### config.mk
export PLATFORM = sky130hd
export DESIGN_NAME = hazard_unit
export DESIGN_NICKNAME = d
export VERILOG_FILES = /design/src/rtl/hazard_unit_pkg.sv /design/src/rtl/hazard_div_fsm.sv /design/src/rtl/hazard_unit.sv
export SDC_FILE = /design/constraint.sdc
export NUM_CORES = 1
export LEC_CHECK = 0
export CORE_MARGIN = 3
export CORE_UTILIZATION = 43
export DETAILED_ROUTE_END_ITERATION = 10
export GPL_ROUTABILITY_DRIVEN = 0
export PLACE_DENSITY_LB_ADDON = 0.05
export REMOVE_ABC_BUFFERS = 1
export SYNTH_ARGS = -nofsm -noshare
export SYNTH_HDL_FRONTEND = slang
export SYNTH_SLANG_ARGS = --single-unit
### constraint.sdc
create_clock -name clk -period 2.5 [get_ports clk]
set_input_delay 0.5 -clock clk [delete_from_list [all_inputs] [get_ports clk]]
set_output_delay 0.5 -clock clk [all_outputs]
set_load 0.02 [all_outputs]
### src/rtl/hazard_unit_pkg.sv
// Shared definitions for the hazard controller: register-address width,
// divide state encoding and the nonzero-register match helper.
package hazard_unit_pkg;

   localparam int REG_SIZE = 5;

   typedef logic [REG_SIZE-1:0] regAddr_t;

   typedef enum logic [1:0] {
      IDLE = 2'd0,
      BUSY = 2'd1,
      DONE = 2'd2
   } divState_t;

   // $0 is hard-wired to zero, so a match on it is never a real dependency.
   function automatic logic regHit(input regAddr_t a, input regAddr_t b);
      return (a != '0) && (a == b);
   endfunction

endpackage

### src/rtl/hazard_div_fsm.sv
// Divide occupancy tracker: holds Execute for DIV_CYCLES cycles per divide
// and flags the single cycle in which the HI/LO result is valid.
module hazard_div_fsm
   import hazard_unit_pkg::*;
#(
   parameter int DIV_CYCLES = 32
) (
   input  logic clk,
   input  logic rst_n,
   input  logic divStartE,
   output logic divStall,
   output logic divReady
);

   localparam int CW = (DIV_CYCLES > 1) ? $clog2(DIV_CYCLES) : 1;
   localparam logic [CW-1:0] CNT_LOAD = CW'(DIV_CYCLES - 1);

   divState_t     state, stateNext;
   logic [CW-1:0] cnt, cntNext;

   // NOTE: state registers use non-blocking assignments so every flop samples
   // the pre-edge values; blocking here would create order-dependent races.
   always_ff @(posedge clk or negedge rst_n) begin
      if (!rst_n) begin
         state <= IDLE;
         cnt   <= '0;
      end else begin
         state <= stateNext;
         cnt   <= cntNext;
      end
   end

   // NOTE: every output of this block is given a default first, so no path
   // through the case leaves a variable unassigned and no latch is inferred.
   always_comb begin
      stateNext = state;
      cntNext   = cnt;
      divStall  = 1'b0;
      divReady  = 1'b0;
      case (state)
         IDLE: begin
            divStall = divStartE;
            if (divStartE) begin
               cntNext   = CNT_LOAD;
               stateNext = BUSY;
            end
         end
         BUSY: begin
            divStall = 1'b1;
            cntNext  = cnt - CW'(1);
            if (cnt == CW'(1)) stateNext = DONE;
         end
         DONE: begin
            // The finishing divide still occupies E, so divStartE is its own.
            divReady  = 1'b1;
            stateNext = IDLE;
         end
         default: stateNext = IDLE;
      endcase
   end

endmodule

### src/rtl/hazard_unit.sv
// Hazard controller for the 5-stage core: load-use, branch/jr operand and
// divide-occupancy stalls, pipeline flush controls and a stall-cycle counter.
module hazard_unit
   import hazard_unit_pkg::*;
#(
   parameter int DIV_CYCLES = 32,
   parameter int CNT_W      = 32
) (
   input  logic                clk,
   input  logic                rst_n,
   input  logic [REG_SIZE-1:0] rsD,
   input  logic [REG_SIZE-1:0] rtD,
   input  logic                branchD,
   input  logic                jrD,
   input  logic [REG_SIZE-1:0] rtE,
   input  logic [REG_SIZE-1:0] writeRegAddrE,
   input  logic                Regfile_weE,
   input  logic                memtoRegE,
   input  logic                divStartE,
   input  logic [REG_SIZE-1:0] writeRegAddrM,
   input  logic                memtoRegM,
   output logic                stallF,
   output logic                stallD,
   output logic                stallE,
   output logic                flushE,
   output logic                flushM,
   output logic                divReady,
   output logic [CNT_W-1:0]    stallCount
);

   logic lwStall, brStall, divStall;
   logic eHitRs, eHitRt, mHitRs, mHitRt;
   logic anyStall;

   hazard_div_fsm #(
      .DIV_CYCLES(DIV_CYCLES)
   ) u_divFsm (
      .clk      (clk),
      .rst_n    (rst_n),
      .divStartE(divStartE),
      .divStall (divStall),
      .divReady (divReady)
   );

   assign lwStall = memtoRegE & (regHit(rtE, rsD) | regHit(rtE, rtD));

   // Decode compares need the value now: an ALU result still in E or a load
   // still in M cannot be forwarded into the comparator in time.
   assign eHitRs = Regfile_weE & regHit(writeRegAddrE, rsD);
   assign eHitRt = Regfile_weE & regHit(writeRegAddrE, rtD);
   assign mHitRs = memtoRegM   & regHit(writeRegAddrM, rsD);
   assign mHitRt = memtoRegM   & regHit(writeRegAddrM, rtD);

   assign brStall = (branchD & (eHitRs | eHitRt | mHitRs | mHitRt))
                  | (jrD     & (eHitRs | mHitRs));

   // Outputs are forced low while reset is asserted, independent of inputs.
   assign anyStall = rst_n & (lwStall | brStall | divStall);
   assign stallF   = anyStall;
   assign stallD   = anyStall;
   assign stallE   = rst_n & divStall;
   assign flushM   = rst_n & divStall;
   // A frozen ID/EX holds the divide; flushing it would drop the instruction.
   assign flushE   = rst_n & (lwStall | brStall) & ~divStall;

   always_ff @(posedge clk or negedge rst_n) begin
      if (!rst_n) begin
         stallCount <= '0;
      end else if (stallF && (stallCount != '1)) begin
         stallCount <= stallCount + CNT_W'(1);
      end
   end

endmodule

==> Yosys cells after proc, flatten, opt, wreduce, memory -nomap -nowiden <==
Index checks and enable logic that the tools add are counted.
{ "op_classes": {"reduce_logical": 14, "n_eq_ne": 12, "n_mux": 7, "n_addsub": 2, "bitwise_logic": 20} }
{ "op_table": {"columns": ["cell", "count"], "rows": [
  ["adder 32 x 1 -> 32 bit, second input constant", 1],
  ["inequality test 32 bit, second input constant", 1],
  ["equality test 5 bit", 6],
  ["nonzero test 5 bit", 3],
  ["AND 1 bit", 11],
  ["case mux 5 bit (2 select lines)", 1],
  ["OR 1 bit", 8],
  ["logical AND 1 bit", 7],
  ["equality test 5 x 1 -> 1 bit, second input constant", 1],
  ["two-way mux 5 bit", 1],
  ["subtractor 5 x 1 -> 5 bit, second input constant", 1],
  ["two-way mux 2 bit", 2],
  ["case mux 2 bit (2 select lines)", 1],
  ["AND reduction 2 bit", 2],
  ["equality test 2 x 1 -> 1 bit, second input constant", 1],
  ["equality test 2 bit, second input constant", 1],
  ["logical NOT 2 bit", 1],
  ["inequality test 2 x 1 -> 1 bit, second input constant", 1],
  ["inequality test 2 bit, second input constant", 1],
  ["case mux 1 bit (2 select lines)", 1],
  ["nonzero test 2 bit", 1],
  ["two-way mux 1 bit", 1],
  ["NOT 1 bit", 1]
]} }
{ "word_totals": {"out_inout_bits": 38, "regBits": 39, "word_cells": 58, "input_bits": 33} }

==> Logic depth before layout (Yosys ltp) <==
{ "logic_depth": {"depth_word": 12, "ltp_mapped": 8, "mapped_depth_nobuf": 7} }

==> Modules after synthesis <==
Synthesis repeated with hierarchy kept, for this count alone.
{ "unflattened": {"hier_cells": 248, "hier_area_um2": 2463.6} }
{ "modules_own_cells": {"columns": ["module", "cells_each", "area_each_um2", "n_inst", "seq_area_each_um2"], "rows": [
  ["hazard_unit", 213, 2108.3, 1, 800.8],
  ["hazard_div_fsm", 35, 355.3, 1, 175.2]
]} }

==> Least setup slack after synthesis <==
No wires, ideal clock.
{ "synth_path": {"path_type": "input to output", "from": "in writeRegAddrM[1]", "to": "out stallF", "path_buffers": 2, "cell_stages": 7, "setup_slack_ps": -204, "arrival_ps": 2204, "path_cell_list": "or4_4 o21ai_4 o22ai_2 nor4_4 buf_6 nor2_1 buf_4"} }
{ "synth_via": {"elab_chain_len": 10, "word_cells_on_any_way": 16, "classes_between": "eq/ne: 2; bitwise: 11; reduce/logical: 3"} }
{ "synth_lines": {"columns": ["item", "line", "rtl"], "rows": [
  ["start, declared", "hazard_unit.sv:20", "input logic [REG_SIZE-1:0] writeRegAddrM,"],
  ["equality test 5 bit or nonzero test 5 bit (tied branches)", "hazard_unit_pkg.sv:17", "return (a != '0) && (a == b);"],
  ["logical AND 1 bit", "hazard_unit_pkg.sv:17", null],
  ["AND 1 bit", "hazard_unit.sv:51", "assign mHitRs = memtoRegM & regHit(writeRegAddrM, rsD);"],
  ["OR 1 bit (2 in series)", "hazard_unit.sv:54", "assign brStall = (branchD & (eHitRs | eHitRt | mHitRs | mHitRt))"],
  ["AND 1 bit", "hazard_unit.sv:54", null],
  ["OR 1 bit *", "hazard_unit.sv:55", "| (jrD & (eHitRs | mHitRs));"],
  ["OR 1 bit * (2 in series)", "hazard_unit.sv:58", "assign anyStall = rst_n & (lwStall | brStall | divStall);"],
  ["AND 1 bit *", "hazard_unit.sv:58", null],
  ["end, declared", "hazard_unit.sv:22", "output logic stallF,"]
]} }
Every way passes the cells marked *; elsewhere a longest branch is shown, timed or not.

==> Final worst setup path <==
{ "layout_path": {"from": "in writeRegAddrE[1]", "to": "out stallF"} }
{ "layout_via": {"elab_chain_len": 11, "word_cells_on_any_way": 17, "classes_between": "eq/ne: 2; bitwise: 12; reduce/logical: 3"} }
{ "layout_lines": {"columns": ["item", "line", "rtl"], "rows": [
  ["start, declared", "hazard_unit.sv:16", "input logic [REG_SIZE-1:0] writeRegAddrE,"],
  ["equality test 5 bit or nonzero test 5 bit (tied branches)", "hazard_unit_pkg.sv:17", null],
  ["logical AND 1 bit", "hazard_unit_pkg.sv:17", null],
  ["AND 1 bit, on equally long branches", "hazard_unit.sv:49, hazard_unit.sv:50", null],
  ["OR 1 bit (3 in series)", "hazard_unit.sv:54", null],
  ["AND 1 bit", "hazard_unit.sv:54", null],
  ["OR 1 bit *", "hazard_unit.sv:55", null],
  ["OR 1 bit * (2 in series)", "hazard_unit.sv:58", null],
  ["AND 1 bit *", "hazard_unit.sv:58", null]
]} }
Marked as above.

==> results.sh <==
export IMPL_htreeDepth=2
export IMPL_overflow=0
export IMPL_synth_adder_area_share=0.0151
export IMPL_die_area_mm2=0.00675
export IMPL_p_leak_nw=1.67
export IMPL_grt_max_degree=48
export IMPL_endpoint_kind="output port"
export IMPL_wire_per_inst_um=14.7
export IMPL_drive_gt1_frac=0.261
export IMPL_antenna_left=0
export IMPL_antenna_diode_count=0
export IMPL_dpl_cell_count=421
export IMPL_relSlewSlack=0.617
export IMPL_cp_cell_sequence="buf_8 > or4_4 > o21ai_4 > o22ai_2 > buf_4 > nor4_4 > nor2_2 > buf_6"
export IMPL_worstPathArrival_ps=2020
export IMPL_synth_top_family_by_area="simple AND/OR/NAND/NOR gates"
export IMPL_setup_ws_ps=-18.8
export IMPL_path_class="in -> out"
export IMPL_pwr_density_cell_mw_per_mm2=576
export IMPL_first_global_vias=2228
export IMPL_grt_usage=0.200
export IMPL_drt_total_wl_mm=6.34
export IMPL_hold_class="in -> async"
export IMPL_fmax_mhz=397
export IMPL_synth_area_mm2=0.00249
export IMPL_async_flop_share=1.00
export IMPL_period_minus_slack_ps=2520
export IMPL_cts_buffers=5
export IMPL_clk_path_buf_depth=2
export IMPL_cts_root_buf="clkbuf_8"
export IMPL_top_level_ports=71
export IMPL_area_growth_synth_to_final_pct=47.4
export IMPL_synth_seq_cells=39
export IMPL_antenna_found_initial=0
export IMPL_post_drt_via_cell_ratio=5.35
export IMPL_die_h_um=82.2
export IMPL_drt_first_pass_iters=4
export IMPL_port_buffers=70
export IMPL_synthesis_instances=260
export IMPL_cap_violations=0
export IMPL_period_share=1.01
export IMPL_tightestPinTransition_ps=575
export IMPL_start_kind="input port"
export IMPL_instances_no_fill=432
export IMPL_initial_core_util=0.447
export IMPL_rsz0062_at_grt="true"
export IMPL_ir_drop_mv=0.380
export IMPL_insertion_delay_ps=290
export IMPL_dp_hpwl_mm=4.66
export IMPL_yosys_area_share_simple=0.266
export IMPL_finalNetCount=396
export IMPL_nFillCells=479
export IMPL_clock_sinks=39
export IMPL_drc=0
export IMPL_synth_area_mux_share=0.0105
export IMPL_hold_violations=0
export IMPL_synth_edff_count=0
export IMPL_path_depth=8
export IMPL_setup_viol_count_final=2
export IMPL_path_clk_slew_ps=70
export IMPL_synth_main_ff_cell="dfrtp_1"
export IMPL_reg2reg_slack_ps=300
export IMPL_cp_max_fo=3
export IMPL_die_w_um=82.2
export IMPL_max_stage_delay_ps=550
export IMPL_status="complete, but fails checks"
export IMPL_ys_types=43
export IMPL_critPathSlowestCell="or4_4"
export IMPL_yosys_area_share_xor_xnor=0.211
export IMPL_vias=2313
export IMPL_skew_ps=9.56
export IMPL_grt_pass1_wl_mm=10.4
export IMPL_fin_tns_setup_ps=-37.6
export IMPL_timing_critical_path_buf_inv=3
export IMPL_synth_seq_area_share=0.391
export IMPL_first_iter_violations=88
export IMPL_fp_row_count=27
export IMPL_coreArea_mm2=0.00557
export IMPL_fin_util=0.659
export IMPL_drv_slew=0
export IMPL_rr_worst_depth=7
export IMPL_tritoncts="done"
export IMPL_synth_compound_area_frac=0.0682
export IMPL_ctsHoldBuffers=0
export IMPL_violations="setup timing"
export IMPL_yosys_warnings=0
export IMPL_crit_family="simple AND/OR/NAND/NOR gates"
export IMPL_avgSynthCellArea_um2=9.59
export IMPL_cp_required_ps=2000
export IMPL_holdWs_ps=364
routing by layer:
layer | share of wire | routed length [um] | up-vias | global-route usage
met5 | 0 | 0 | - | 0
met4 | 0.012 | 78 | 0 | 0.0598
met3 | 0.049 | 313 | 7 | 0.0456
met2 | 0.49 | 3110 | 62 | 0.326
met1 | 0.45 | 2840 | 1121 | 0.267
li1 | - | - | 1123 | -
Yosys cell counts (2+ instances only):
| library cell | number | area share |
|---|---|---|
| a21oi_1 | 4 | 0.0080 |
| and3_1 | 6 | 0.015 |
| buf_4 | 2 | 0.0060 |
| buf_6 | 3 | 0.014 |
| clkbuf_1 | 2 | 0.0030 |
| dfrtp_1 | 39 | 0.39 |
| ha_1 | 3 | 0.015 |
| inv_1 | 7 | 0.011 |
| nand2_1 | 19 | 0.029 |
| nand3_1 | 18 | 0.036 |
| nand3b_1 | 2 | 0.0060 |
| nand4_1 | 7 | 0.018 |
| nor2_1 | 15 | 0.023 |
| nor2b_1 | 2 | 0.0050 |
| nor3_1 | 19 | 0.038 |
| nor4_1 | 16 | 0.040 |
| nor4b_1 | 2 | 0.0070 |
| o211ai_1 | 4 | 0.012 |
| o21ai_0 | 4 | 0.0080 |
| o21ai_4 | 2 | 0.013 |
| o22ai_2 | 2 | 0.010 |
| or2_2 | 2 | 0.0050 |
| or4_4 | 2 | 0.0090 |
| xnor2_1 | 8 | 0.028 |
| xor2_1 | 52 | 0.18 |
worst paths after layout:
| kind | startpoint | end |
|---|---|---|
| hold reg to reg | u_divFsm.cnt[4] | u_divFsm.state[1] |
| max in group asynchronous | rst_n | stallCount[26] |
| min in group clk | u_divFsm.cnt[4] | u_divFsm.state[1] |
| setup reg to reg | stallCount[20] | stallCount[1] |
| hold / removal | rst_n | u_divFsm.cnt[1] |
| setup / recovery | writeRegAddrE[1] | stallF |
cell type report:
class | count | area (um2) | area share
clock buffer | 6 | 72.6 | 0.0197
clock inverter | 1 | 30.0 | 0.00817
inverter | 8 | 30.0 | 0.00817
multi-input combinational | 204 | 1560 | 0.424
sequential | 39 | 976 | 0.265
tap | 72 | 90.1 | 0.0245
timing repair buffer | 102 | 918 | 0.250
what timing repair did:
action | 4_1_cts | 5_1_grt
buffers inserted | 5 | 0
pin swaps | 22 | 12
resized for setup | 123 | 16
setup endpoints to repair | 37 | 33
where the power goes:
group	switching (mW)	internal, mW	total [mW]
Sequential	0.107	0.733	0.840
Combinational	0.395	0.377	0.772
Clock	0.212	0.293	0.504
sequential cells by signal, indices dropped and copies added, names as in the netlist:
| register | flops |
|---|---|
| u_divFsm.cnt | 5 |
| stallCount | 32 |
| u_divFsm.state | 2 |
cells in the final DEF (no fill, tap or decap), types with 2 or more instances in the layout:
cell type	n
nand3b_1	2
or4_4	3
o21ai_0	3
buf_6	13
dlygate4sd2_1	6
xor2_2	2
nand4_1	7
nor4_2	5
clkdlybuf4s50_1	39
clkbuf_2	2
nand3_1	18
buf_2	10
ha_1	3
inv_1	7
o211ai_1	4
xor2_1	49
dfrtp_1	39
nor2_1	14
nor3_1	15
xnor2_1	8
o21ai_4	2
and3_1	6
nor4_4	3
a21oi_1	3
nand2_1	19
or2_2	2
buf_4	28
nor4_1	10
nor4b_2	2
clkbuf_8	5
nor3_2	5
nor2b_1	2
cells by family (layout without fill, tap and decap cells):
kind of cell / after synthesis / in the layout
simple gates: 118 / 118
xor+xnor: 60 / 60
flops: 39 / 39
compound gates: 21 / 21
buf+inv: 17 / 117
fa+ha+maj: 3 / 3
mux: 2 / 2
metrics by stage:
stage / instance area [um2] / setup WS [ps] / power (mW)
3_5_place_dp: 3440 / -876 / 1.61
3_3_place_gp: 3440 / -793 / 1.59
5_1_grt: 3680 / -102 / 2.26
4_1_cts: 3610 / -51.5 / 2.14
6_report: 3680 / -18.8 / 2.12
2_1_floorplan: 2430 / -720 / 1.23
Note: power is estimated with default switching activity, not from simulation.
